`config.mk`:
```
export PLATFORM = sky130hd
export DESIGN_NAME = matrix_scanner
export DESIGN_NICKNAME = d
export VERILOG_FILES = /design/src/rtl/matrix_scanner.sv
export SDC_FILE = /design/constraint.sdc
export NUM_CORES = 1
export LEC_CHECK = 0
export ABC_AREA = 1
export CORE_ASPECT_RATIO = 1.4
export CORE_MARGIN = 3
export CORE_UTILIZATION = 30
export CTS_CLUSTER_DIAMETER = 30
export DETAILED_ROUTE_END_ITERATION = 8
export PLACE_DENSITY_LB_ADDON = 0.15
export SLEW_MARGIN = 25
export SYNTH_ARGS = -nofsm -noshare
export SYNTH_HDL_FRONTEND = slang
export SYNTH_SLANG_ARGS = --single-unit
```
`constraint.sdc`:
```
create_clock -name clk -period 15.7 [get_ports clk]
set_input_delay 4.71 -clock clk [delete_from_list [all_inputs] [get_ports clk]]
set_output_delay 4.71 -clock clk [all_outputs]
set_load 0.005 [all_outputs]
```
`src/rtl/matrix_scanner.sv`:
```
// Row-strobe / column-sense scanner for the board sensor matrix with whole-frame
// debounce and a valid/ready publish port carrying the stable board plus change mask.
module matrix_scanner #(
   parameter int ROWS     = 8,
   parameter int COLS     = 8,
   parameter int SETTLE   = 1,
   parameter int DEBOUNCE = 2
) (
   input  logic                 clk,
   input  logic                 reset,
   input  logic                 en,
   input  logic [COLS-1:0]      c,
   output logic [ROWS-1:0]      r,
   output logic [ROWS*COLS-1:0] frame,
   output logic [ROWS*COLS-1:0] change_mask,
   output logic                 frame_valid,
   input  logic                 frame_ready,
   output logic                 scan_done,
   output logic                 overrun
);
   localparam int N  = ROWS * COLS;
   localparam int RW = $clog2(ROWS);
   localparam int SW = (SETTLE > 0) ? $clog2(SETTLE + 1) : 1;
   localparam int DW = $clog2(DEBOUNCE + 1);

   localparam logic [RW-1:0]   LAST_ROW    = RW'(ROWS - 1);
   localparam logic [SW-1:0]   SETTLE_LAST = SW'(SETTLE);
   localparam logic [DW-1:0]   DEB_ZERO    = DW'(32'd0);
   localparam logic [DW-1:0]   DEB_ONE     = DW'(32'd1);
   localparam logic [DW-1:0]   DEB_MAX     = DW'(DEBOUNCE);
   localparam logic [ROWS-1:0] ROW_FIRST   = {{(ROWS-1){1'b0}}, 1'b1};

   typedef enum logic [1:0] {
      ST_IDLE = 2'd0,
      ST_ROW  = 2'd1,
      ST_END  = 2'd2
   } state_t;

   state_t          state_r;
   logic [RW-1:0]   row_idx_r;
   logic [SW-1:0]   settle_cnt_r;
   logic [DW-1:0]   deb_cnt_r;
   logic            primed_r;
   logic [N-1:0]    raw_r;
   logic [N-1:0]    last_raw_r;

   logic [N-1:0]    raw_cap_s;
   logic [DW-1:0]   deb_next_s;
   logic            publish_s;
   logic            accept_s;

   assign accept_s = frame_valid & frame_ready;

   // Raw frame with the column bus merged into the slot of the row being driven.
   always_comb begin
      raw_cap_s = raw_r;
      for (int k = 0; k < ROWS; k++) begin
         if (row_idx_r == RW'(k)) begin
            raw_cap_s[(ROWS-k)*COLS-1 -: COLS] = c;
         end else begin
            raw_cap_s[(ROWS-k)*COLS-1 -: COLS] = raw_r[(ROWS-k)*COLS-1 -: COLS];
         end
      end
   end

   // Debounce count and publish decision for the frame just completed.
   always_comb begin
      deb_next_s = deb_cnt_r;
      publish_s  = 1'b0;
      if (deb_cnt_r == DEB_ZERO) begin
         deb_next_s = DEB_ONE;
      end else if (raw_r != last_raw_r) begin
         deb_next_s = DEB_ONE;
      end else if (deb_cnt_r == DEB_MAX) begin
         deb_next_s = DEB_MAX;
      end else begin
         deb_next_s = deb_cnt_r + DEB_ONE;
      end
      // The first stable frame after reset publishes even when it matches the reset frame.
      if ((deb_next_s == DEB_MAX) && (!primed_r || (raw_r != frame))) begin
         publish_s = 1'b1;
      end else begin
         publish_s = 1'b0;
      end
   end

   // Scan sequencing, debounce history and the publish/handshake registers.
   always_ff @(posedge clk or posedge reset) begin
      if (reset) begin
         state_r      <= ST_IDLE;
         row_idx_r    <= {RW{1'b0}};
         settle_cnt_r <= {SW{1'b0}};
         deb_cnt_r    <= DEB_ZERO;
         primed_r     <= 1'b0;
         raw_r        <= {N{1'b0}};
         last_raw_r   <= {N{1'b0}};
         r            <= {ROWS{1'b0}};
         frame        <= {N{1'b0}};
         change_mask  <= {N{1'b0}};
         frame_valid  <= 1'b0;
         scan_done    <= 1'b0;
         overrun      <= 1'b0;
      end else begin
         scan_done <= 1'b0;
         overrun   <= 1'b0;
         if (accept_s) begin
            frame_valid <= 1'b0;
         end else begin
            frame_valid <= frame_valid;
         end
         case (state_r)
            ST_IDLE: begin
               row_idx_r    <= {RW{1'b0}};
               settle_cnt_r <= {SW{1'b0}};
               if (en) begin
                  state_r <= ST_ROW;
                  r       <= ROW_FIRST;
               end else begin
                  state_r <= ST_IDLE;
                  r       <= {ROWS{1'b0}};
               end
            end
            ST_ROW: begin
               if (settle_cnt_r == SETTLE_LAST) begin
                  settle_cnt_r <= {SW{1'b0}};
                  raw_r        <= raw_cap_s;
                  if (row_idx_r == LAST_ROW) begin
                     state_r <= ST_END;
                     r       <= {ROWS{1'b0}};
                  end else begin
                     row_idx_r <= row_idx_r + RW'(32'd1);
                     r         <= {r[ROWS-2:0], 1'b0};
                  end
               end else begin
                  settle_cnt_r <= settle_cnt_r + SW'(32'd1);
               end
            end
            ST_END: begin
               scan_done    <= 1'b1;
               deb_cnt_r    <= deb_next_s;
               last_raw_r   <= raw_r;
               row_idx_r    <= {RW{1'b0}};
               settle_cnt_r <= {SW{1'b0}};
               if (publish_s) begin
                  // Mask is taken against whatever frame is held, accepted or not.
                  change_mask <= raw_r ^ frame;
                  frame       <= raw_r;
                  primed_r    <= 1'b1;
                  frame_valid <= 1'b1;
                  overrun     <= frame_valid & ~frame_ready;
               end else begin
                  primed_r <= primed_r;
               end
               if (en) begin
                  state_r <= ST_ROW;
                  r       <= ROW_FIRST;
               end else begin
                  state_r <= ST_IDLE;
                  r       <= {ROWS{1'b0}};
               end
            end
            default: begin
               state_r <= ST_IDLE;
               r       <= {ROWS{1'b0}};
            end
         endcase
      end
   end
endmodule

```
==> impl_results.md <==
* CTS Hold Bufs at 0
* Post-CTS Setup Inserts at 0
* Synth top area cells: dfrtp_1, nand2_1, nand4_1, o21ai_0, inv_1
* Remaining global-route overflow at 0
* Ant diodes at 0
* Nets@finish at 1,778
* Post-synth EDFFs at 0
* Most frequent cell after synthesis: nand2_1
* Routability cong. at 0.8481
* Die Wd at 180.7 µm
* Yosys warns at 0
* Clock skew at 0.02586 ns
* Initial antenna violation count at 1
* Pleak at 8.283 nW
* Worst path required time at 10.99 ns
* Input/output buffers at 150
* Worst Max-Slew Pin Slew at 0.9884 ns
* Period utilisation layout at 39.77%
* Post-Route WL at 43.49 mm
* Core area at 42,200 µm²
* Vias in the first global route at 10,807
* Via count at 11,097
* Asr flop ratio synth at 100.0%
* Num CTS Buffers at 58
* Pwr dens at 172.1 nW/µm²
* Final setup vio count at 0
* Die Area at 45,270 µm²
* Unrepaired setup endpoints after global routing: no
* Leading register cell type out of synthesis: dfrtp_1
* Worst Path Max Fanout at 4
* Worst EP arrival at 1.53 ns
* DP Wirelength at 29.71 mm
* Fmax at 160.2 MHz
* FF/Latch Area at 6907 µm²
* Setup WS pre-CTS at 9.145 ns
* Die Ht at 250.5 µm
* Post-route ant nets at 0
* Top-area cell type share of the netlist area at 53.90%
* Status: completed
* Register area share after synthesis at 53.90%
* Peak VDD IR at 0.07883 mV
* Yosys top cell by area: dfrtp_1
* Pin count of the biggest net entering global routing at 144
* CP startpoint kind: flip-flop
* First-pass GRT wire length at 66.63 mm
* Min-delay worst type: reg -> reg
* Initial Utilization at 30.36%
* Wire per inst at 18.50 µm
* Slew HR at 34.01%
* Max Cap Violations at 0
* Syn Inst Count at 1,619
* # resized after CTS at 0
* 1st-iter DRT viols at 807
* Clk slew on worst S/H paths at 0.05 ns
* CTS H-tree lvls at 2
* CP endpoint kind: output pin
* Clk_lat worst skew at 0.58 ns
* Vias per cell at 4.720
* Area Overhead vs Synth at 31.41%
* Post-Syn Area at 12,810 µm²
* CTS Sinks at 276
* Max clock buf depth at 3
* Hold Vio Cnt, Final at 0
* WP buf/inv at 1
* CP top delay family: buffers and inverters
* CP Cell Sequence: clkdlybuf4s50_1
* First-pass iteration count of the detailed router at 5
* Most common library cells after synthesis: nand2_1, dfrtp_1, inv_1, o21ai_0, nand4_1
* FP Rows at 89
* Yosys cell types at 25
* Mapped Nets at 1,638
* Area of the multi-input gates at 4982 µm²
* Syn Area/Cell at 7.915 µm²
* CP max stage cell: clkdlybuf4s50_1
* FF+latch count, synth at 276
* Final Max Tran Viols at 0
* Non-Filler Instances at 2,351
* Residual DRC count at 0
* Post-layout min period at 6.244 ns
* Hold WS at 0.4476 ns
* Dpl cells at 2,245
* Fraction of layout cells with a size suffix above 1 at 8.033%
* Final worst-path setup slack at 9.456 ns
* Fin Setup TNS at 0 ns
* Fillers at 4,241
* Total Power at 0.002898 W
* Ports at 151
* TritonCTS clock tree: done
* Slowest Stage Delay on Critical Path at 0.54 ns
* Root buffer cell: clkbuf_16
* CP Class: reg -> out
* Gr usage total at 18.88%
worst paths after layout:
kind	start	endpoint	slack, ns	depth (start not counted)
setup / recovery	frame[16]$_DFFE_PP0P_	frame[16]	9.46	1
hold / removal	primed_r$_DFFE_PP0P_	primed_r$_DFFE_PP0P_	0.45	2
setup reg to reg	raw_r[54]$_DFFE_PP0P_	change_mask[33]$_DFFE_PP0P_	11.23	13
hold reg to reg	primed_r$_DFFE_PP0P_	primed_r$_DFFE_PP0P_	0.45	2
max in group asynchronous	reset	change_mask[7]$_DFFE_PP0P_	9.77	3
min in group asynchronous	reset	change_mask[30]$_DFFE_PP0P_	4.65	2
report_power, final:
part           total [W]  leakage [nW]  internal [W]  switching [W]
clock network    0.00127         0.975      0.000873       0.000401
logic           0.000596          3.74      0.000193       0.000403
registers        0.00103          3.57      0.000839       0.000189
total            0.00290          8.28       0.00191       0.000992
state kept, by name, indices dropped and copies added, names as in the netlist:
signal	count
state_r	2
r	8
last_raw_r	64
primed_r	1
change_mask	64
frame_valid	1
settle_cnt_r	1
frame	64
deb_cnt_r	2
row_idx_r	3
overrun	1
raw_r	64
scan_done	1
kinds of logic (layout without fill, tap and decap cells):
group	count (synthesis)	after routing	share of synthesized area, %
compound gates	162	162	6.542
flops	276	276	53.90
simple gates	889	889	28.85
xor+xnor	35	35	2.392
fa+ha+maj	7	7	0.6834
buf+inv	250	436	7.635
area by class of cell:
class | instances | share of cell area [%]
flip-flops and latches | 276 | 41.01
multi-input cells | 1093 | 29.59
clock buffers | 74 | 9.458
repair buffers | 159 | 9.392
well taps | 546 | 4.057
inverters | 171 | 3.856
clock inverters | 32 | 2.638
per-layer routing:
layer	share of wire [%]	wire length (µm)	track usage (%)
met5	0.039	17	0
met3	5.0	2164	3.268
met4	3.5	1529	7.000
met1	42	18160	23.75
met2	50	21610	32.47
worst reg2reg max path: cells and delay by family, from the launching register on:
family,cells,cell delay [ns]
buffers and inverters,2,0.96
DFF,1,0.45
and+or+nand+nor,11,2.98
placed cells by master (no fill, tap or decap), types with 2 or more instances in the layout:
cell	count
nor2_4	2
inv_1	139
nand3_1	6
nand3_4	2
nor3_1	2
nand4_1	133
o21ai_0	136
o21ai_1	5
clkbuf_1	9
ha_1	6
inv_2	30
nand3b_1	2
bufinv_16	10
clkinv_2	10
o22ai_1	18
xor2_1	16
nand2_1	654
clkbuf_8	6
nor2_1	85
xnor2_1	19
clkinv_4	2
clkdlybuf4s50_1	150
nor2_2	3
buf_4	8
clkinvlp_4	9
clkbuf_16	59
dfrtp_1	276
through the flow:
stage | util (%) | instance area [µm²]
after floorplan | - | 12810
after global placement | 35.06 | 14800
after detailed placement | 35.07 | 14800
after CTS | 39.90 | 16840
after global routing | 39.90 | 16840
final | 39.90 | 16840
Note: power is estimated with default switching activity, not from simulation.
